$ cat src/rtl/uart_pkt_loader_if.sv
// Byte streams from/to the UART engines plus the ROM word-write port
// driven by the debug download loader.
interface uart_pkt_loader_if #(
    parameter int ADDR_W = 32
) ();
    logic              rx_valid;
    logic [7:0]        rx_data;
    logic              tx_ready;
    logic              tx_valid;
    logic [7:0]        tx_data;
    logic              mem_we;
    logic [ADDR_W-1:0] mem_addr;
    logic [31:0]       mem_wdata;

    modport master (
        input  rx_valid, rx_data, tx_ready,
        output tx_valid, tx_data, mem_we, mem_addr, mem_wdata
    );

    modport slave (
        output rx_valid, rx_data, tx_ready,
        input  tx_valid, tx_data, mem_we, mem_addr, mem_wdata
    );
endinterface

$ cat src/rtl/uart_pkt_loader.sv
// UART debug download endpoint: reassembles seq/data/CRC packets,
// validates them and streams payload words into instruction ROM.
module uart_pkt_loader #(
    parameter int unsigned    PKT_DATA_SIZE   = 128,
    parameter int unsigned    FILE_SIZE_INDEX = 60,
    parameter int unsigned    ADDR_W          = 32,
    parameter logic [ADDR_W-1:0] ROM_BASE     = '0,
    parameter int unsigned    TIMEOUT_CYCLES  = 50000,
    parameter logic [7:0]     ACK_BYTE        = 8'h06,
    parameter logic [7:0]     NAK_BYTE        = 8'h15
) (
    input  logic                clk,
    input  logic                rst,
    input  logic                debug_en,
    uart_pkt_loader_if.master   bus,
    output logic [31:0]         file_size,
    output logic                busy,
    output logic                done
);
    localparam int BW = $clog2(PKT_DATA_SIZE);
    localparam int WW = BW - 2;
    localparam int CW = $clog2(PKT_DATA_SIZE + 3);
    localparam int TW = $clog2(TIMEOUT_CYCLES + 1);
    localparam logic [CW-1:0] DLAST = CW'(PKT_DATA_SIZE);
    localparam logic [CW-1:0] LAST  = CW'(PKT_DATA_SIZE + 2);
    localparam logic [31:0]   MAX_SIZE = 32'(255 * PKT_DATA_SIZE);

    typedef enum logic [2:0] {
        IDLE, RECV, CHECK, WRITE, REPLY, DONE
    } state_t;

    state_t         state_q, state_d;
    logic [7:0]     buf_q [PKT_DATA_SIZE];
    logic [CW-1:0]  cnt_q;
    logic [7:0]     seq_q, exp_q, crc_lo_q, crc_hi_q;
    logic [15:0]    crc_q;
    logic [TW-1:0]  idle_q;
    logic [31:0]    fsize_q, off_q;
    logic [WW-1:0]  w_q;
    logic           ack_q, inc_q, fin_q, done_q;

    logic [31:0]    size_dec, pkt_off, word_off, next_off;
    logic [BW-1:0]  wr_idx;
    logic           size_ok, crc_bad, dup, w_last, hs, tx_v, we;
    logic           ck_ack, ck_new, ck_wr, ck_p0, ck_fin;

    function automatic logic [15:0] crc_step(
        input logic [15:0] c, input logic [7:0] d);
        logic [15:0] r;
        r = c ^ {8'h00, d};
        for (int i = 0; i < 8; i++)
            r = r[0] ? ((r >> 1) ^ 16'hA001) : (r >> 1);
        return r;
    endfunction

    assign size_dec = {buf_q[FILE_SIZE_INDEX],     buf_q[FILE_SIZE_INDEX + 1],
                       buf_q[FILE_SIZE_INDEX + 2], buf_q[FILE_SIZE_INDEX + 3]};
    assign size_ok  = (size_dec != 32'd0) && (size_dec <= MAX_SIZE);
    assign crc_bad  = {crc_hi_q, crc_lo_q} != crc_q;
    assign dup      = (exp_q != 8'd0) && (seq_q == exp_q - 8'd1);
    assign pkt_off  = (32'(seq_q) - 32'd1) * PKT_DATA_SIZE;
    assign word_off = off_q + 32'({w_q, 2'b00});
    assign next_off = word_off + 32'd4;
    assign w_last   = (w_q == '1) || (next_off >= fsize_q);
    assign wr_idx   = BW'(cnt_q - CW'(1));
    assign tx_v     = (state_q == REPLY);
    assign we       = (state_q == WRITE);
    assign hs       = tx_v && bus.tx_ready;

    always_comb begin
        state_d = state_q;
        ck_ack  = 1'b0;
        ck_new  = 1'b0;
        ck_wr   = 1'b0;
        ck_p0   = 1'b0;
        ck_fin  = (pkt_off + PKT_DATA_SIZE) >= fsize_q;
        unique case (state_q)
            IDLE:  if (bus.rx_valid) state_d = RECV;
            RECV: begin
                if (bus.rx_valid) begin
                    if (cnt_q == LAST) state_d = CHECK;
                end else if (idle_q == TW'(TIMEOUT_CYCLES)) begin
                    state_d = IDLE;
                end
            end
            CHECK: begin
                // Checks overlap, so order encodes priority
                if (crc_bad) begin
                    ck_ack = 1'b0;
                end else if (dup) begin
                    ck_ack = 1'b1;
                end else if (seq_q != exp_q) begin
                    ck_ack = 1'b0;
                end else if (exp_q == 8'd0) begin
                    ck_ack = size_ok;
                    ck_new = size_ok;
                    ck_p0  = size_ok;
                end else if (pkt_off < fsize_q) begin
                    ck_wr  = 1'b1;
                    ck_new = 1'b1;
                end else begin
                    ck_ack = 1'b1;
                    ck_new = 1'b1;
                end
                state_d = ck_wr ? WRITE : REPLY;
            end
            WRITE: if (w_last) state_d = REPLY;
            REPLY: if (hs) state_d = (ack_q && fin_q) ? DONE : IDLE;
            DONE:  state_d = DONE;
            default: state_d = IDLE;
        endcase
        if (!debug_en) state_d = IDLE;
    end

    always_ff @(posedge clk or negedge rst) begin
        if (!rst) state_q <= IDLE;
        else      state_q <= state_d;
    end

    always_ff @(posedge clk) begin
        if (state_q == RECV && bus.rx_valid && cnt_q <= DLAST)
            buf_q[wr_idx] <= bus.rx_data;
    end

    always_ff @(posedge clk or negedge rst) begin
        if (!rst) begin
            cnt_q    <= '0;
            seq_q    <= '0;
            exp_q    <= '0;
            crc_q    <= 16'hFFFF;
            crc_lo_q <= '0;
            crc_hi_q <= '0;
            idle_q   <= '0;
            fsize_q  <= '0;
            off_q    <= '0;
            w_q      <= '0;
            ack_q    <= 1'b0;
            inc_q    <= 1'b0;
            fin_q    <= 1'b0;
            done_q   <= 1'b0;
        end else begin
            if (state_q == IDLE && debug_en && bus.rx_valid) begin
                seq_q  <= bus.rx_data;
                cnt_q  <= CW'(1);
                crc_q  <= 16'hFFFF;
                idle_q <= '0;
            end
            if (state_q == RECV) begin
                if (bus.rx_valid) begin
                    cnt_q  <= cnt_q + CW'(1);
                    idle_q <= '0;
                    if (cnt_q <= DLAST)
                        crc_q <= crc_step(crc_q, bus.rx_data);
                    if (cnt_q == DLAST + CW'(1)) crc_lo_q <= bus.rx_data;
                    if (cnt_q == LAST)           crc_hi_q <= bus.rx_data;
                end else begin
                    idle_q <= idle_q + TW'(1);
                end
            end
            if (state_q == CHECK) begin
                ack_q <= ck_ack | ck_wr;
                inc_q <= ck_new;
                fin_q <= ck_fin && !ck_p0;
                off_q <= pkt_off;
                w_q   <= '0;
                if (ck_p0) fsize_q <= size_dec;
            end
            if (we) w_q <= w_q + WW'(1);
            if (hs && ack_q) begin
                if (inc_q) exp_q  <= exp_q + 8'd1;
                if (fin_q) done_q <= 1'b1;
            end
            if (!debug_en) begin
                exp_q   <= '0;
                fsize_q <= '0;
                done_q  <= 1'b0;
            end
        end
    end

    assign bus.tx_valid  = tx_v;
    assign bus.tx_data   = tx_v ? (ack_q ? ACK_BYTE : NAK_BYTE) : 8'h00;
    assign bus.mem_we    = we;
    assign bus.mem_addr  = we ? ROM_BASE + ADDR_W'(word_off) : '0;
    assign bus.mem_wdata = we ? {buf_q[{w_q, 2'b11}], buf_q[{w_q, 2'b10}],
                                 buf_q[{w_q, 2'b01}], buf_q[{w_q, 2'b00}]}
                              : 32'h0;
    assign file_size = fsize_q;
    assign busy      = (state_q != IDLE) && (state_q != DONE);
    assign done      = done_q;
endmodule

$ cat src/flat_wrapper.sv
// flat-port wrapper written by rule: the top's interface ports become plain ports
module uart_pkt_loader_flat 
#(
    parameter int unsigned    PKT_DATA_SIZE   = 128,
    parameter int unsigned    FILE_SIZE_INDEX = 60,
    parameter int unsigned    ADDR_W          = 32,
    parameter logic [ADDR_W-1:0] ROM_BASE     = '0,
    parameter int unsigned    TIMEOUT_CYCLES  = 50000,
    parameter logic [7:0]     ACK_BYTE        = 8'h06,
    parameter logic [7:0]     NAK_BYTE        = 8'h15
)
  (clk, rst, debug_en, file_size, busy, done, bus_rx_valid, bus_rx_data, bus_tx_ready, bus_tx_valid, bus_tx_data, bus_mem_we, bus_mem_addr, bus_mem_wdata);
  uart_pkt_loader_if #(.ADDR_W(ADDR_W)) bus_i ();
  input  logic clk;
  input  logic rst;
  input  logic debug_en;
  output logic [31:0] file_size;
  output logic busy;
  output logic done;
  input wire logic [$bits(bus_i.rx_valid)-1:0] bus_rx_valid;
  input wire logic [$bits(bus_i.rx_data)-1:0] bus_rx_data;
  input wire logic [$bits(bus_i.tx_ready)-1:0] bus_tx_ready;
  output wire logic [$bits(bus_i.tx_valid)-1:0] bus_tx_valid;
  output wire logic [$bits(bus_i.tx_data)-1:0] bus_tx_data;
  output wire logic [$bits(bus_i.mem_we)-1:0] bus_mem_we;
  output wire logic [$bits(bus_i.mem_addr)-1:0] bus_mem_addr;
  output wire logic [$bits(bus_i.mem_wdata)-1:0] bus_mem_wdata;
  assign bus_i.rx_valid = bus_rx_valid;
  assign bus_i.rx_data = bus_rx_data;
  assign bus_i.tx_ready = bus_tx_ready;
  assign bus_tx_valid = bus_i.tx_valid;
  assign bus_tx_data = bus_i.tx_data;
  assign bus_mem_we = bus_i.mem_we;
  assign bus_mem_addr = bus_i.mem_addr;
  assign bus_mem_wdata = bus_i.mem_wdata;
  uart_pkt_loader #(.PKT_DATA_SIZE(PKT_DATA_SIZE), .FILE_SIZE_INDEX(FILE_SIZE_INDEX), .ADDR_W(ADDR_W), .ROM_BASE(ROM_BASE), .TIMEOUT_CYCLES(TIMEOUT_CYCLES), .ACK_BYTE(ACK_BYTE), .NAK_BYTE(NAK_BYTE)) u_core (.clk(clk), .rst(rst), .debug_en(debug_en), .bus(bus_i), .file_size(file_size), .busy(busy), .done(done));
endmodule
$ cat config.mk
export PLATFORM = sky130hd
export DESIGN_NAME = uart_pkt_loader_flat
export DESIGN_NICKNAME = d
export VERILOG_FILES = /design/src/rtl/uart_pkt_loader_if.sv /design/src/rtl/uart_pkt_loader.sv /design/src/flat_wrapper.sv
export SDC_FILE = /design/constraint.sdc
export NUM_CORES = 1
export LEC_CHECK = 0
export ABC_AREA = 1
export BUFFER_PORTS_ARGS = -buffer_cell sky130_fd_sc_hd__buf_2
export CAP_MARGIN = 0
export CELL_PAD_IN_SITES_DETAIL_PLACEMENT = 1
export CELL_PAD_IN_SITES_GLOBAL_PLACEMENT = 2
export CORE_AREA = 2 2 342 344
export DETAILED_ROUTE_END_ITERATION = 12
export DIE_AREA = 0 0 344 346
export MAX_ROUTING_LAYER = met4
export PLACE_DENSITY_LB_ADDON = 0.1
export SLEW_MARGIN = 20
export SYNTH_ARGS = -nofsm -noshare
export SYNTH_HDL_FRONTEND = slang
export SYNTH_SLANG_ARGS = --single-unit
$ cat constraint.sdc
create_clock -name clk -period 4.1 [get_ports clk]
set_input_delay 0.82 -clock clk [delete_from_list [all_inputs] [get_ports clk]]
set_output_delay 0.82 -clock clk [all_outputs]
set_load 0.05 [all_outputs]
* Word level (Yosys, flattened, before mapping)
Memory sizes are Yosys's and may differ from the RTL's.
Index checks and enable logic that the tools add are counted.
** Word-level totals
- Word-level logic and storage cells :: 157
- Memories :: 1
- Register bits after elaboration :: 141
- Memory bits (writable) :: 1024
- Output and inout port bits :: 108
- Input port bits :: 13
** Memories
- u_core.buf_q :: words 128, bits a word 8, rd ports 8, clocked after memory_dff 0, wr ports 1, RTL line uart_pkt_loader.sv:33 : logic [7:0] buf_q [PKT_DATA_SIZE];
** Operators by class
- Bitwise operators :: 10
- Mux-type cells :: 67
- Add/sub/neg operators :: 10
- Eq/ne operators :: 23
- Reduce and logical (&&, ||, !) cells :: 26
- Magnitude comparators :: 5
** Operators by type and width (count)
- 16-bit two-way mux :: 15
- 32-bit two-way mux :: 5
- 32-bit greater-or-equal comparator :: 2
- 8-bit two-way mux :: 7
- 32-bit by 3-bit adder with 32-bit output (second input constant) :: 1
- 32-bit by 7-bit adder with 32-bit output :: 1
- 32-bit by 8-bit adder with 32-bit output (second input constant) :: 1
- 32-bit by 15-bit less-or-equal comparator with 1-bit output (second input constant) :: 1
- 32-bit < comparator :: 1
- 32-bit nonzero test :: 1
- 1-bit two-way mux :: 27
- 3-bit two-way mux :: 9
- 2-bit inverter with 3-bit output :: 8
- 3-bit one-hot mux with 6 select lines :: 1
- 16-bit by 1-bit adder with 16-bit output (second input constant) :: 1
- 8-bit by 1-bit adder with 8-bit output (second input constant) :: 2
- 16-bit == test (second input constant) :: 1
- 8-bit == test (second input constant) :: 2
- 16-bit != test :: 1
- 16-bit by 8-bit bitwise XOR with 16-bit output :: 1
- 5-bit two-way mux :: 3
- 1-bit logical AND :: 11
- 2-bit by 1-bit != test with 1-bit output (second input constant) :: 5
- 8-bit by 1-bit subtractor with 9-bit output (second input constant) :: 1
- 25 further kinds :: 33

* Logic depth before layout (Yosys ltp)
- Depth after elaboration :: 20
- Gate-level depth with buffers :: 26
- Gate-level depth less buffers :: 24

* Worst setup path before layout
No wires, ideal clock.
- Path kind :: reg-to-output
- Start point :: register u_core.state_q[0]
- End point :: output port bus_mem_addr[16]
- Data arrival time :: 2.634 ns
- Cell stages (with the launch flop) :: 7
- Setup slack :: 0.646 ns
- Buffers on the path :: 2
- Data required time :: 3.280 ns
- Path through :: dfrtp_1 -> inv_2 -> nor3_1 -> inv_2 -> buf_1 -> nor2_1 -> buf_4
** Between the ends
- Longest elaborated chain between the ends :: 2
** RTL lines
- from (decl) :: RTL line uart_pkt_loader.sv:32 : state_t state_q, state_d;
- from (signal assigned) :: RTL line uart_pkt_loader.sv:117 : else state_q <= state_d;
- 3-bit by 2-bit == test with 1-bit output :: RTL line uart_pkt_loader.sv:67 : assign we = (state_q == WRITE);
- 32-bit two-way mux :: RTL line uart_pkt_loader.sv:184 : assign bus.mem_addr = we ? ROM_BASE + ADDR_W'(word_off) : '0;
- to (decl) :: RTL line flat_wrapper.sv:26 : output wire logic [$bits(bus_i.mem_addr)-1:0] bus_mem_addr;
No other way between the ends.

* Final worst setup path
- Start point :: register u_core.w_q[0]
- End point :: output port bus_mem_wdata[6]
** Between the ends
- Longest elaborated chain between the ends :: 2
** RTL lines
- from (decl) :: RTL line uart_pkt_loader.sv:39 : logic [WW-1:0] w_q;
- from (signal assigned) :: RTL line uart_pkt_loader.sv:168 : if (we) w_q <= w_q + WW'(1);
- memory 128 x 8 bit
- 32-bit two-way mux :: RTL line uart_pkt_loader.sv:185 : assign bus.mem_wdata = we ? {buf_q[{w_q, 2'b11}], buf_q[{w_q, 2'b10}],
- to (decl) :: RTL line flat_wrapper.sv:27 : output wire logic [$bits(bus_i.mem_wdata)-1:0] bus_mem_wdata;
No other way between the ends.

==> run summary <==
layout cell share with drive strength beyond 1 -> 13.85%
fmax -> 247.0 MHz
Critical Path Sink Type -> output pin
setup repair after global routing missed its margin -> yes
number of CTS-inserted buffers -> 132
WL final -> 162,500 microns
post-synthesis register bit count -> 1,149
FFs w/ async S/R, synth -> 10.88%
first-pass GRT wire length -> 233,400 microns
clk root buf -> clkbuf_16
crit start category -> flip-flop
Flop pwr share -> 39.8%
Max FO, Critical Path -> 60
final global-route overflow total -> 0
WHS -> 0.08567 ns
Core ar. -> 0.1154 sq mm
Layout Nets -> 4,474
power share of the clock group -> 33.8%
Fillers -> 11,880
Port-buffer cells -> 114
power share of the combinational group -> 26.4%
worst endpoint required time -> 3.28 ns
reg2reg path depth -> 18
switching share of power -> 33.21%
CTS sink count -> 1,149
Pint -> 22.45 mW
mapped cell area -> 0.04926 sq mm
syn avg cell area -> 11.83 sq um
pin count of the biggest net entering global routing -> 124
number of flops mapped to enable cells by yosys -> 1,024
Initial Util -> 42.68%
Cell Rows -> 125
GRT Total Usage -> 27.40%
H-tree Lvls -> 4
Syn Inst Count -> 4,165
initial antenna violation count -> 4
P&R area growth vs syn -> 17.15%
Worst Path Arrival -> 3.23 ns
clk buf depth -> 3
Max VDD drop -> 0.3762 mV
Final Wtd Congestion -> 0.8612
via/cell ratio -> 5.739
Post-CTS Hold Fix Bufs -> 0
MaxCap Viol Count -> 0
count of final setup violators -> 0
Initial DRC Count -> 3,157
die height -> 346 microns
power density cells -> 582.5 mW/mm^2
fin crit period -> 4.049 ns
routed vias -> 34,452
fin. max-slew vios -> 0
Leakage Power -> 20.42 nW
Antenna Nets Post-Route -> 0
setup TNS -> 0 ns
Final Hold Fails -> 0
die area -> 0.1190 sq mm
Synthesis Warnings -> 0
worst hold path class -> in2async
status -> complete, no violations
I/O Pins -> 121
Slew @ Worst Pin -> 1.055 ns
post-synthesis sequential area ratio -> 68.81%
WS Path Type -> reg2out
Psw -> 11.16 mW
Post-DP HPWL -> 99,370 microns
# DRC -> 0
Setup Skew -> 0.01995 ns
Rel. slew slack -> 29.66%
1st-pass router iterations -> 6
latest clock arrival within the worst-skew pair -> 0.74 ns
placed insts -> 5,743
post-synthesis cell type count -> 61
fin cells -> 6,003
number of global-route vias before repair -> 34,842
Horiz. Die Dim -> 344 microns
CTS tree -> built
Main synth FF type -> edfxtp_1
final period utilization -> 98.75%
drt wl/cell -> 27.07 microns
Clock transition at path regs -> 0.06 ns
==> Yosys cell counts, types with 3 or more instances <==
library cell / count / area (sq um)
xnor2_1: 34 / 297.8
a211oi_1: 3 / 22.52
inv_2: 12 / 45.04
nand3_1: 137 / 685.7
edfxtp_1: 1024 / 30750
nand2_1: 337 / 1265
a31oi_1: 21 / 131.4
o211ai_1: 22 / 165.2
nand4_1: 24 / 150.1
buf_4: 36 / 270.3
and2_1: 4 / 25.02
buf_1: 8 / 30.03
a31o_2: 5 / 43.79
nand2_2: 4 / 25.02
nor3_1: 24 / 120.1
xor2_1: 39 / 341.6
buf_6: 6 / 67.56
ha_1: 87 / 1089
inv_1: 169 / 634.4
dfstp_2: 16 / 420.4
or2_2: 3 / 18.77
o21ai_0: 614 / 3073
a21oi_1: 71 / 355.3
a41oi_1: 3 / 26.28
nor2_4: 5 / 56.30
buf_2: 59 / 295.3
nand2_4: 4 / 45.04
o221ai_1: 90 / 788.3
clkbuf_1: 156 / 585.6
a22o_1: 19 / 166.4
nor2_2: 5 / 31.28
nor3_2: 3 / 30.03
nor2_1: 781 / 2932
o22ai_1: 185 / 1157
nor4_1: 11 / 68.82
dfrtp_1: 109 / 2728
==> layer usage <==
metal | routed length [microns] | global-route usage [%]
met1 | 72700 | 37.63
met2 | 76170 | 41.76
met3 | 9360 | 4.650
met4 | 4266 | 8.358
met5 | 0 | -
==> logic make-up (layout without fill, tap and decap cells) <==
family                   Yosys count  in the layout  share of synthesized area, %
buffers and inverters            448            755                         3.929
AND/OR/NAND/NOR                 1352           1352                         11.32
multiplexers                       1              1                       0.02032
XOR/XNOR                          74             74                         1.331
flip-flops                      1149           1149                         68.81
AO/OA/AOI/OAI                   1053           1053                         12.37
other                              1              8                      0.007612
adder cells (fa/ha/maj)           87             87                         2.210
==> state kept, by name, summed over array words and instances (netlist names), 3 cells and up <==
name	flops
u_core.exp_q	8
u_core.w_q	5
u_core.crc_lo_q	8
u_core.state_q	3
u_core.crc_q	16
u_core.cnt_q	8
u_core.crc_hi_q	8
u_core.buf_q	1024
u_core.idle_q	16
u_core.file_size	32
u_core.off_q	9
u_core.seq_q	8
==> worst max-delay path, stage by stage, from the launching register on <==
cell      delay, ns
dfrtp_4        0.55
buf_8          0.21
buf_16         0.22
o21ai_0        0.24
o221ai_1       0.17
nand3_1        0.22
nand3_1        0.30
a22o_1         0.34
buf_12         0.16
==> power by group through the flow <==
stage	Clock [mW]	Combinational, mW	Sequential, mW
3_5_place_dp	0	8.19	13.6
6_report	11.4	8.88	13.4
2_1_floorplan	0	5.29	13.5
5_1_grt	12.0	9.78	13.4
4_1_cts	11.5	8.47	13.4
3_3_place_gp	0	8.07	13.6
==> cell usage in the layout, fill, tap and decap left out, drive strengths merged, types with 25 or more instances in the layout <==
cell,instances
a21oi,71
buf,322
clkbuf,189
clkinv,43
dfrtp,109
edfxtp,1024
ha,87
inv,188
nand2,345
nand3,139
nand4,25
nor2,792
nor3,28
o21ai,619
o221ai,90
o22ai,185
xnor2,34
xor2,40
==> layout make-up <==
| class | count | area (sq um) | share of cell area, % |
|---|---|---|---|
| antenna | 2 | 5.005 | 0.008672 |
| clock buffer | 179 | 3586 | 6.214 |
| clock inverter | 58 | 514.2 | 0.8911 |
| inverter | 183 | 708.2 | 1.227 |
| multi-input combinational | 2573 | 13620 | 23.61 |
| sequential | 1149 | 33910 | 58.76 |
| tap | 1524 | 1907 | 3.304 |
| timing repair buffer | 335 | 3457 | 5.990 |
==> per-stage QoR <==
step | util (%) | worst slack [ns] | power [mW] | cell area [sq um]
after floorplan | - | 0.6459 | 18.78 | 49280
after global placement | 45.76 | 0.2944 | 21.67 | 52820
after detailed placement | 45.76 | 0.2582 | 21.80 | 52820
after CTS | 49.56 | -0.1054 | 33.38 | 57200
after global routing | 50.00 | -0.02267 | 35.14 | 57710
final | 50.00 | 0.05106 | 33.62 | 57710
==> repair_timing <==
| action | 4_1_cts | 5_1_grt |
|---|---|---|
| setup endpoints to repair | 32 | 52 |
| gates cloned | 3 | 10 |
| buffers inserted | 0 | 8 |
| pin swaps | 1 | 3 |
| gates resized for setup | 47 | 35 |
==> worst paths after layout <==
path                            startpoint                   end  slack [ns]
max reg2reg                u_core.seq_q[0]          u_core.fin_q        0.30
max in group asynchronous              rst       u_core.crc_q[5]        3.09
max                          u_core.w_q[0]      bus_mem_wdata[6]        0.05
min reg2reg                u_core.cnt_q[7]       u_core.cnt_q[7]        0.49
min                                    rst  u_core.file_size[17]        0.09
min in group clk              bus_tx_ready           u_core.done        0.40
Power figures use the tool's default switching activity.
